$ cat src/rtl/snitch_icache_pkg.sv
// Shared constants and types for the L1 icache lookup arbiter.
// Default configuration plus width helpers for arbitrary port counts.
package snitch_icache_pkg;

    localparam int unsigned NR_PORTS_DEF        = 4;
    localparam int unsigned FETCH_AW_DEF        = 32;
    localparam int unsigned ID_WIDTH_DEF        = 2;
    localparam int unsigned LINE_WIDTH_DEF      = 128;
    localparam int unsigned SET_ALIGN_DEF       = 2;
    localparam int unsigned MAX_OUTSTANDING_DEF = 2;

    // Port index width; one bit minimum so the ID append never collapses.
    function automatic int unsigned port_aw(input int unsigned n);
        return (n > 1) ? $clog2(n) : 1;
    endfunction

    function automatic int unsigned cnt_w(input int unsigned max_out);
        return $clog2(max_out + 1);
    endfunction

    localparam int unsigned PORT_AW = port_aw(NR_PORTS_DEF);
    localparam int unsigned LKP_IDW = ID_WIDTH_DEF + PORT_AW;
    localparam int unsigned CNT_W   = cnt_w(MAX_OUTSTANDING_DEF);

    typedef enum logic [1:0] {
        IDLE  = 2'd0,
        DRAIN = 2'd1,
        FLUSH = 2'd2,
        DONE  = 2'd3
    } flush_state_e;

endpackage

$ cat src/rtl/snitch_icache_rr_arb.sv
// Round-robin picker with a grant lock that holds the winner stable
// while the downstream port stalls a presented request.
module snitch_icache_rr_arb
    import snitch_icache_pkg::*;
#(
    parameter int unsigned  NR_PORTS = NR_PORTS_DEF,
    localparam int unsigned PAW      = port_aw(NR_PORTS)
) (
    input  logic                clk_i,
    input  logic                rst_ni,
    input  logic                en_i,
    input  logic [NR_PORTS-1:0] valid_i,
    input  logic                stall_i,
    input  logic                hs_i,
    output logic                valid_o,
    output logic [NR_PORTS-1:0] gnt_o,
    output logic [PAW-1:0]      idx_o
);

    logic [PAW-1:0] rr_ptr_q, grant_q, pick;
    logic           lock_q, found;
    int unsigned    j;

    // First requester at or after rr_ptr_q, scanning cyclically.
    always_comb begin
        pick  = rr_ptr_q;
        found = 1'b0;
        j     = 0;
        for (int unsigned i = 0; i < NR_PORTS; i++) begin
            j = 32'(rr_ptr_q) + i;
            if (j >= NR_PORTS) j = j - NR_PORTS;
            if (!found && valid_i[PAW'(j)]) begin
                found = 1'b1;
                pick  = PAW'(j);
            end
        end
    end

    assign idx_o   = lock_q ? grant_q : pick;
    assign valid_o = en_i & (lock_q ? valid_i[grant_q] : found);

    always_comb begin
        gnt_o = '0;
        if (valid_o) gnt_o[idx_o] = 1'b1;
    end

    always_ff @(posedge clk_i) begin
        if (!rst_ni) begin
            rr_ptr_q <= '0;
            grant_q  <= '0;
            lock_q   <= 1'b0;
        end else if (hs_i) begin
            lock_q   <= 1'b0;
            rr_ptr_q <= (idx_o == PAW'(NR_PORTS - 1)) ? '0 : idx_o + PAW'(1);
        end else if (stall_i) begin
            lock_q   <= 1'b1;
            grant_q  <= idx_o;
        end
    end

endmodule

$ cat src/rtl/snitch_icache_lookup_arbiter.sv
// Shares one lookup stage between NR_PORTS L0 requesters: round-robin issue,
// index-based response routing, bounded outstanding count and sequenced flush.
module snitch_icache_lookup_arbiter
    import snitch_icache_pkg::*;
#(
    parameter int unsigned  NR_PORTS        = NR_PORTS_DEF,
    parameter int unsigned  FETCH_AW        = FETCH_AW_DEF,
    parameter int unsigned  ID_WIDTH        = ID_WIDTH_DEF,
    parameter int unsigned  LINE_WIDTH      = LINE_WIDTH_DEF,
    parameter int unsigned  SET_ALIGN       = SET_ALIGN_DEF,
    parameter int unsigned  MAX_OUTSTANDING = MAX_OUTSTANDING_DEF,
    localparam int unsigned PAW             = port_aw(NR_PORTS),
    localparam int unsigned LIDW            = ID_WIDTH + PAW,
    localparam int unsigned CW              = cnt_w(MAX_OUTSTANDING)
) (
    input  logic                               clk_i,
    input  logic                               rst_ni,

    input  logic [NR_PORTS-1:0][FETCH_AW-1:0]  req_addr_i,
    input  logic [NR_PORTS-1:0][ID_WIDTH-1:0]  req_id_i,
    input  logic [NR_PORTS-1:0]                req_valid_i,
    output logic [NR_PORTS-1:0]                req_ready_o,

    output logic [FETCH_AW-1:0]                rsp_addr_o,
    output logic [ID_WIDTH-1:0]                rsp_id_o,
    output logic [SET_ALIGN-1:0]               rsp_set_o,
    output logic                               rsp_hit_o,
    output logic [LINE_WIDTH-1:0]              rsp_data_o,
    output logic                               rsp_error_o,
    output logic [NR_PORTS-1:0]                rsp_valid_o,
    input  logic [NR_PORTS-1:0]                rsp_ready_i,

    output logic [FETCH_AW-1:0]                lkp_addr_o,
    output logic [LIDW-1:0]                    lkp_id_o,
    output logic                               lkp_valid_o,
    input  logic                               lkp_ready_i,

    input  logic [FETCH_AW-1:0]                lkp_addr_i,
    input  logic [LIDW-1:0]                    lkp_id_i,
    input  logic [SET_ALIGN-1:0]               lkp_set_i,
    input  logic                               lkp_hit_i,
    input  logic [LINE_WIDTH-1:0]              lkp_data_i,
    input  logic                               lkp_error_i,
    input  logic                               lkp_valid_i,
    output logic                               lkp_ready_o,

    input  logic                               flush_valid_i,
    output logic                               flush_ready_o,
    output logic                               lkp_flush_valid_o,
    input  logic                               lkp_flush_ready_i
);

    localparam logic [CW-1:0] CNT_MAX = CW'(MAX_OUTSTANDING);

    flush_state_e        state_q, state_d;
    logic [CW-1:0]       cnt_q, cnt_d;
    logic                arb_en, arb_valid;
    logic [NR_PORTS-1:0] arb_gnt;
    logic [PAW-1:0]      arb_idx;
    logic                req_hs, rsp_hs;
    logic [PAW-1:0]      rsp_port;
    logic                rsp_port_ok;

    // Request side: grants only while idle and below the outstanding bound.
    assign arb_en = (state_q == IDLE) && (cnt_q < CNT_MAX);

    snitch_icache_rr_arb #(
        .NR_PORTS (NR_PORTS)
    ) i_rr_arb (
        .clk_i   (clk_i),
        .rst_ni  (rst_ni),
        .en_i    (arb_en),
        .valid_i (req_valid_i),
        .stall_i (arb_valid & ~lkp_ready_i),
        .hs_i    (req_hs),
        .valid_o (arb_valid),
        .gnt_o   (arb_gnt),
        .idx_o   (arb_idx)
    );

    assign lkp_valid_o = arb_valid;
    assign lkp_addr_o  = req_addr_i[arb_idx];
    assign lkp_id_o    = {arb_idx, req_id_i[arb_idx]};
    assign req_ready_o = arb_gnt & {NR_PORTS{lkp_ready_i}};
    assign req_hs      = lkp_valid_o & lkp_ready_i;

    // Response side: the port index travels in the upper ID bits.
    assign rsp_port    = lkp_id_i[LIDW-1:ID_WIDTH];
    assign rsp_port_ok = int'(rsp_port) < int'(NR_PORTS);

    always_comb begin
        rsp_valid_o = '0;
        if (lkp_valid_i && rsp_port_ok) rsp_valid_o[rsp_port] = 1'b1;
    end

    assign lkp_ready_o = rsp_port_ok & rsp_ready_i[rsp_port];
    assign rsp_hs      = lkp_valid_i & lkp_ready_o;

    assign rsp_addr_o  = lkp_addr_i;
    assign rsp_id_o    = lkp_id_i[ID_WIDTH-1:0];
    assign rsp_set_o   = lkp_set_i;
    assign rsp_hit_o   = lkp_hit_i;
    assign rsp_data_o  = lkp_data_i;
    assign rsp_error_o = lkp_error_i;

    always_comb begin
        cnt_d = cnt_q;
        if (req_hs && !rsp_hs)      cnt_d = cnt_q + CW'(1);
        else if (!req_hs && rsp_hs) cnt_d = cnt_q - CW'(1);
    end

    // Drain uses the post-update count so the last response and the
    // move to FLUSH land on the same edge.
    always_comb begin
        state_d = state_q;
        unique case (state_q)
            IDLE:    if (flush_valid_i)     state_d = DRAIN;
            DRAIN:   if (cnt_d == '0)       state_d = FLUSH;
            FLUSH:   if (lkp_flush_ready_i) state_d = DONE;
            DONE:                           state_d = IDLE;
            default:                        state_d = IDLE;
        endcase
    end

    assign lkp_flush_valid_o = (state_q == FLUSH);
    assign flush_ready_o     = (state_q == DONE);

    always_ff @(posedge clk_i) begin
        if (!rst_ni) begin
            state_q <= IDLE;
            cnt_q   <= '0;
        end else begin
            state_q <= state_d;
            cnt_q   <= cnt_d;
        end
    end

    a_cnt_bound: assert property (@(posedge clk_i) disable iff (!rst_ni)
        cnt_q <= CNT_MAX);
    a_cnt_underflow: assert property (@(posedge clk_i) disable iff (!rst_ni)
        !(cnt_q == '0 && rsp_hs && !req_hs));
    a_rsp_port: assert property (@(posedge clk_i) disable iff (!rst_ni)
        lkp_valid_i |-> rsp_port_ok);

endmodule

$ cat config.mk
export PLATFORM = sky130hd
export DESIGN_NAME = snitch_icache_lookup_arbiter
export DESIGN_NICKNAME = d
export VERILOG_FILES = /design/src/rtl/snitch_icache_pkg.sv /design/src/rtl/snitch_icache_rr_arb.sv /design/src/rtl/snitch_icache_lookup_arbiter.sv
export SDC_FILE = /design/constraint.sdc
export NUM_CORES = 1
export LEC_CHECK = 0
export CORE_AREA = 2 2 206 208
export DETAILED_ROUTE_END_ITERATION = 7
export DIE_AREA = 0 0 208 210
export SLEW_MARGIN = 20
export SYNTH_ARGS = -nofsm -noshare
export SYNTH_HDL_FRONTEND = slang
export SYNTH_HIERARCHICAL = 1
export SYNTH_SLANG_ARGS = --single-unit
$ cat constraint.sdc
create_clock -name clk_i -period 4.3 [get_ports clk_i]
set_input_delay 0.645 -clock clk_i [delete_from_list [all_inputs] [get_ports clk_i]]
set_output_delay 0.645 -clock clk_i [all_outputs]
set_load 0.01 [all_outputs]
==> impl_results.html <==
<table>
<tr><th>Metric</th><th>Value</th></tr>
<tr><th colspan="2">Run status</th></tr>
<tr><td>Run status</td><td>finished clean</td></tr>
<tr><th colspan="2">Yosys</th></tr>
<tr><td>Mean instance size in the synthesized netlist</td><td>between 9 and 10 µm²</td></tr>
<tr><td>Dominant synthesized flop cell</td><td>sky130_fd_sc_hd__dfxtp_1</td></tr>
<tr><td>Most used standard cell by instance count after synthesis</td><td>sky130_fd_sc_hd__buf_4</td></tr>
<tr><td>Post-synthesis cell type count</td><td>43</td></tr>
<tr><td>Syn nets</td><td>~660</td></tr>
<tr><td>Portion of synthesized cell area occupied by the leading cell type</td><td>about two fifths</td></tr>
<tr><td>Flops &amp; latches, synth</td><td>9</td></tr>
<tr><td>Asr flop ratio synth</td><td>0%</td></tr>
<tr><td>Total number of yosys warnings</td><td>6</td></tr>
<tr><td>Number of standard cells after synthesis</td><td>between 300 and 400</td></tr>
<tr><td>Count of flip-flops with a built-in enable after synthesis</td><td>0</td></tr>
<tr><td>Largest cells by area after synthesis</td><td>sky130_fd_sc_hd__buf_4 41%, sky130_fd_sc_hd__mux4_2 27%, sky130_fd_sc_hd__dfxtp_1 5.9%</td></tr>
<tr><td>Area of the mapped netlist</td><td>3060 µm²</td></tr>
<tr><td>Sequential cell area fraction in the yosys report</td><td>5.89%</td></tr>
<tr><td>Synth area leader</td><td>sky130_fd_sc_hd__buf_4</td></tr>
<tr><td>Commonest cells post-synth</td><td>166 x sky130_fd_sc_hd__buf_4, 36 x sky130_fd_sc_hd__mux4_2, 11 x sky130_fd_sc_hd__and2_1</td></tr>
<tr><th colspan="2">Worst setup path</th></tr>
<tr><td>Worst flop-to-flop path startpoint</td><td>state_q[0]</td></tr>
<tr><td>Crit path launch type</td><td>input pin</td></tr>
<tr><td>Arr. time, crit path</td><td>3400 ps</td></tr>
<tr><td>Origin of the worst setup path</td><td>req_valid_i[0]</td></tr>
<tr><td>Highest fanout seen on the critical path</td><td>17</td></tr>
<tr><td>Worst path required time</td><td>3650 ps</td></tr>
<tr><td>Crit. End Element</td><td>output pin</td></tr>
<tr><td>Critical path class</td><td>in2out</td></tr>
<tr><th colspan="2">STA</th></tr>
<tr><td>Worst-margin pin slew</td><td>between 500 and 600 ps</td></tr>
<tr><td>Worst Skew</td><td>just under 8 ps</td></tr>
<tr><td>Final Max Slew Viols</td><td>0</td></tr>
<tr><td>Top achievable clock speed</td><td>247 MHz</td></tr>
<tr><td>TNS Setup</td><td>0 ps</td></tr>
<tr><td>Hold violation count in the final report</td><td>0</td></tr>
<tr><td>Part of the cycle the worst path needs</td><td>94.1%</td></tr>
<tr><td>Final min period</td><td>slightly above 4000 ps</td></tr>
<tr><td>Endpoints failing setup</td><td>0</td></tr>
<tr><td>Unrepaired setup endpoints after global routing</td><td>false</td></tr>
<tr><td>Final worst setup slack</td><td>around 260 ps</td></tr>
<tr><td>Normalized max-slew margin</td><td>roughly 65%</td></tr>
<tr><th colspan="2">Die</th></tr>
<tr><td>Area of the core</td><td>just over 40000 µm²</td></tr>
<tr><td>Die Footprint</td><td>about 44000 µm²</td></tr>
<tr><td>Horizontal die dimension</td><td>between 200 and 250 µm</td></tr>
<tr><td>I/O pin cnt</td><td>between 500 and 600</td></tr>
<tr><td>Starting density of the core</td><td>7.37%</td></tr>
<tr><td>Die span in y</td><td>210 µm</td></tr>
<tr><td>Floorplan row count</td><td>75</td></tr>
<tr><th colspan="2">GRT</th></tr>
<tr><td>Maximum number of pins on one net before global-route repair</td><td>36</td></tr>
<tr><td>Gr usage total</td><td>5.62%</td></tr>
<tr><td>Antenna violations before repair</td><td>0</td></tr>
<tr><td>First-pass GRT wire length</td><td>around 18000 µm</td></tr>
<tr><td>Vias in the first global route</td><td>2795</td></tr>
<tr><td>Total overflow reported by the global router</td><td>0</td></tr>
<tr><th colspan="2">Flow run</th></tr>
<tr><td>Max-cap violations</td><td>0</td></tr>
<tr><th colspan="2">CTS</th></tr>
<tr><td>CTS H-tree lvls</td><td>1</td></tr>
<tr><td>Root buffer selected by CTS</td><td>sky130_fd_sc_hd__clkbuf_16</td></tr>
<tr><td>Number of buffers inserted during clock tree synthesis</td><td>3</td></tr>
<tr><td>Clock tree sinks</td><td>9</td></tr>
<tr><td>Clock transition at the register clock pins on the worst setup and hold paths after CTS</td><td>~40 ps</td></tr>
<tr><td>CTS-repair resized insts</td><td>0</td></tr>
<tr><td>Setup fix buffers added after clock tree synthesis</td><td>0</td></tr>
<tr><td>Hold-fix buffers, CTS</td><td>0</td></tr>
<tr><td>TritonCTS clock tree</td><td>built</td></tr>
<tr><td>Maximum root-to-sink buffer count</td><td>2</td></tr>
<tr><td>Insertion delay of the later-clocked pin in the worst-skew pair</td><td>roughly 240 ps</td></tr>
<tr><th colspan="2">Route</th></tr>
<tr><td>Routed wire length</td><td>~13000 µm</td></tr>
<tr><td>Count of nets left with antenna violations after detail routing</td><td>0</td></tr>
<tr><td>Post-detailed-route wirelength per cell</td><td>about 14 µm</td></tr>
<tr><td>Post-route DRC violation count</td><td>0</td></tr>
<tr><td>First-pass DRT Iterations</td><td>4</td></tr>
<tr><td>Starting DRT DRC Count</td><td>48</td></tr>
<tr><td>Mean number of vias per cell</td><td>approximately 2.8</td></tr>
<tr><td>Total vias in the final route</td><td>around 2500</td></tr>
<tr><th colspan="2">Worst hold path</th></tr>
<tr><td>Worst min-delay path startpoint</td><td>state_q[1]</td></tr>
<tr><td>Type of the tightest min-delay check</td><td>reg2reg</td></tr>
<tr><th colspan="2">Pwr</th></tr>
<tr><td>Leakage</td><td>around 1.5 nW</td></tr>
<tr><td>Peak supply drop</td><td>about 0.12 mV</td></tr>
<tr><td>Overall Power</td><td>around 1.8 mW</td></tr>
<tr><td>Cell Pwr Density</td><td>just under 400 nW/µm²</td></tr>
<tr><th colspan="2">Placed design</th></tr>
<tr><td>Placed Instance Area</td><td>approximately 4500 µm²</td></tr>
<tr><td>Final HPWL from detailed placement</td><td>roughly 12000 µm</td></tr>
<tr><td>Port bufs</td><td>a little under 200</td></tr>
<tr><td>Global placer's final weighted congestion</td><td>0.705</td></tr>
<tr><td>Post-placement setup slack</td><td>roughly 220 ps</td></tr>
<tr><th colspan="2">Layout</th></tr>
<tr><td>NumNets Final</td><td>about 700</td></tr>
<tr><td>Share of cells above drive strength 1</td><td>16.0%</td></tr>
<tr><td>Synthesis-to-finish area growth</td><td>51.0%</td></tr>
<tr><td>Fin area</td><td>4610 µm²</td></tr>
<tr><td>Core utilization of the finished layout</td><td>between 10% and 20%</td></tr>
</table>
layout make-up:
cell class	count	area [µm²]
inverter	8	30.0
antenna	1	2.50
multi-input combinational	133	1540
timing repair buffer	208	2110
clock buffer	4	78.8
tap	539	674
fill	4793	36900
sequential	9	180
worst max-delay path, cell delays in order:
cell,delay [ps]
sky130_fd_sc_hd__clkdlybuf4s50_1,530
sky130_fd_sc_hd__nor2b_1,190
sky130_fd_sc_hd__o21a_1,190
sky130_fd_sc_hd__nor3_1,190
sky130_fd_sc_hd__mux2_2,230
sky130_fd_sc_hd__buf_12,180
sky130_fd_sc_hd__buf_12,160
sky130_fd_sc_hd__mux4_2,500
sky130_fd_sc_hd__clkdlybuf4s50_1,540
metrics by stage:
step                      hold slack, ps  cells
after floorplan                      471    329
after global placement               493    897
after detailed placement             501    897
after CTS                            507    901
after global routing                 531    901
final                                504    902
cells in the final DEF, fill, tap and decap left out, types with 2 or more instances in the layout:
cell type                         count
sky130_fd_sc_hd__a21oi_1              5
sky130_fd_sc_hd__and2_1              11
sky130_fd_sc_hd__buf_12               4
sky130_fd_sc_hd__buf_4                5
sky130_fd_sc_hd__clkbuf_16            3
sky130_fd_sc_hd__clkdlybuf4s50_1    198
sky130_fd_sc_hd__dfxtp_1              9
sky130_fd_sc_hd__ha_1                 9
sky130_fd_sc_hd__inv_1                7
sky130_fd_sc_hd__mux2i_1              8
sky130_fd_sc_hd__mux4_2              36
sky130_fd_sc_hd__nand2_1             10
sky130_fd_sc_hd__nand2b_1             5
sky130_fd_sc_hd__nor2_1               9
sky130_fd_sc_hd__nor2b_1              3
sky130_fd_sc_hd__nor3b_1              3
sky130_fd_sc_hd__nor4_1               2
sky130_fd_sc_hd__o21a_1               3
sky130_fd_sc_hd__o21ai_0              2
sky130_fd_sc_hd__o22ai_1              3
sky130_fd_sc_hd__xnor2_1              2
report_power, final:
part / total, mW / switching, mW / leakage (nW) / internal, mW
sequential: 0.157 / 0.0435 / 0.0740 / 0.113
clock: 0.172 / 0.0473 / 0.0382 / 0.125
combinational: 1.49 / 0.595 / 1.37 / 0.899
layer usage:
metal	routed length (µm)	up-vias	track usage, %	part of all wire [%]
met3	2020	80	3.98	16
met2	6370	237	9.65	49
met1	3850	1167	4.83	30
met5	0	-	0	0
li1	-	1043	-	-
met4	703	0	3.08	5.4
path summary, 6_finish.rpt:
check	end	slack [ps]	depth (start not counted)
worst max-delay path	lkp_addr_o[31]	260	9
worst min-delay path	state_q[1]	500	2
worst max register to register	state_q[0]	1610	13
worst min register to register	state_q[1]	500	2
sequential cells by signal (all words and copies together) (netlist names):
name	count
i_rr_arb/rr_ptr_q	2
i_rr_arb/lock_q	1
cnt_q	2
i_rr_arb/grant_q	2
state_q	2
logic make-up (layout without fill, tap and decap cells):
group           count (synthesis)  in the layout  share of synthesized area [%]
buf+inv                       187            220                           44.2
fa+ha+maj                       9              9                           3.68
flops                           9              9                           5.89
compound gates                 26             26                           6.39
other cells                     0              1                              0
simple gates                   50             50                           9.25
xor+xnor                        2              2                          0.573
mux                            46             46                           30.0
Note: power is estimated with default switching activity, not from simulation.
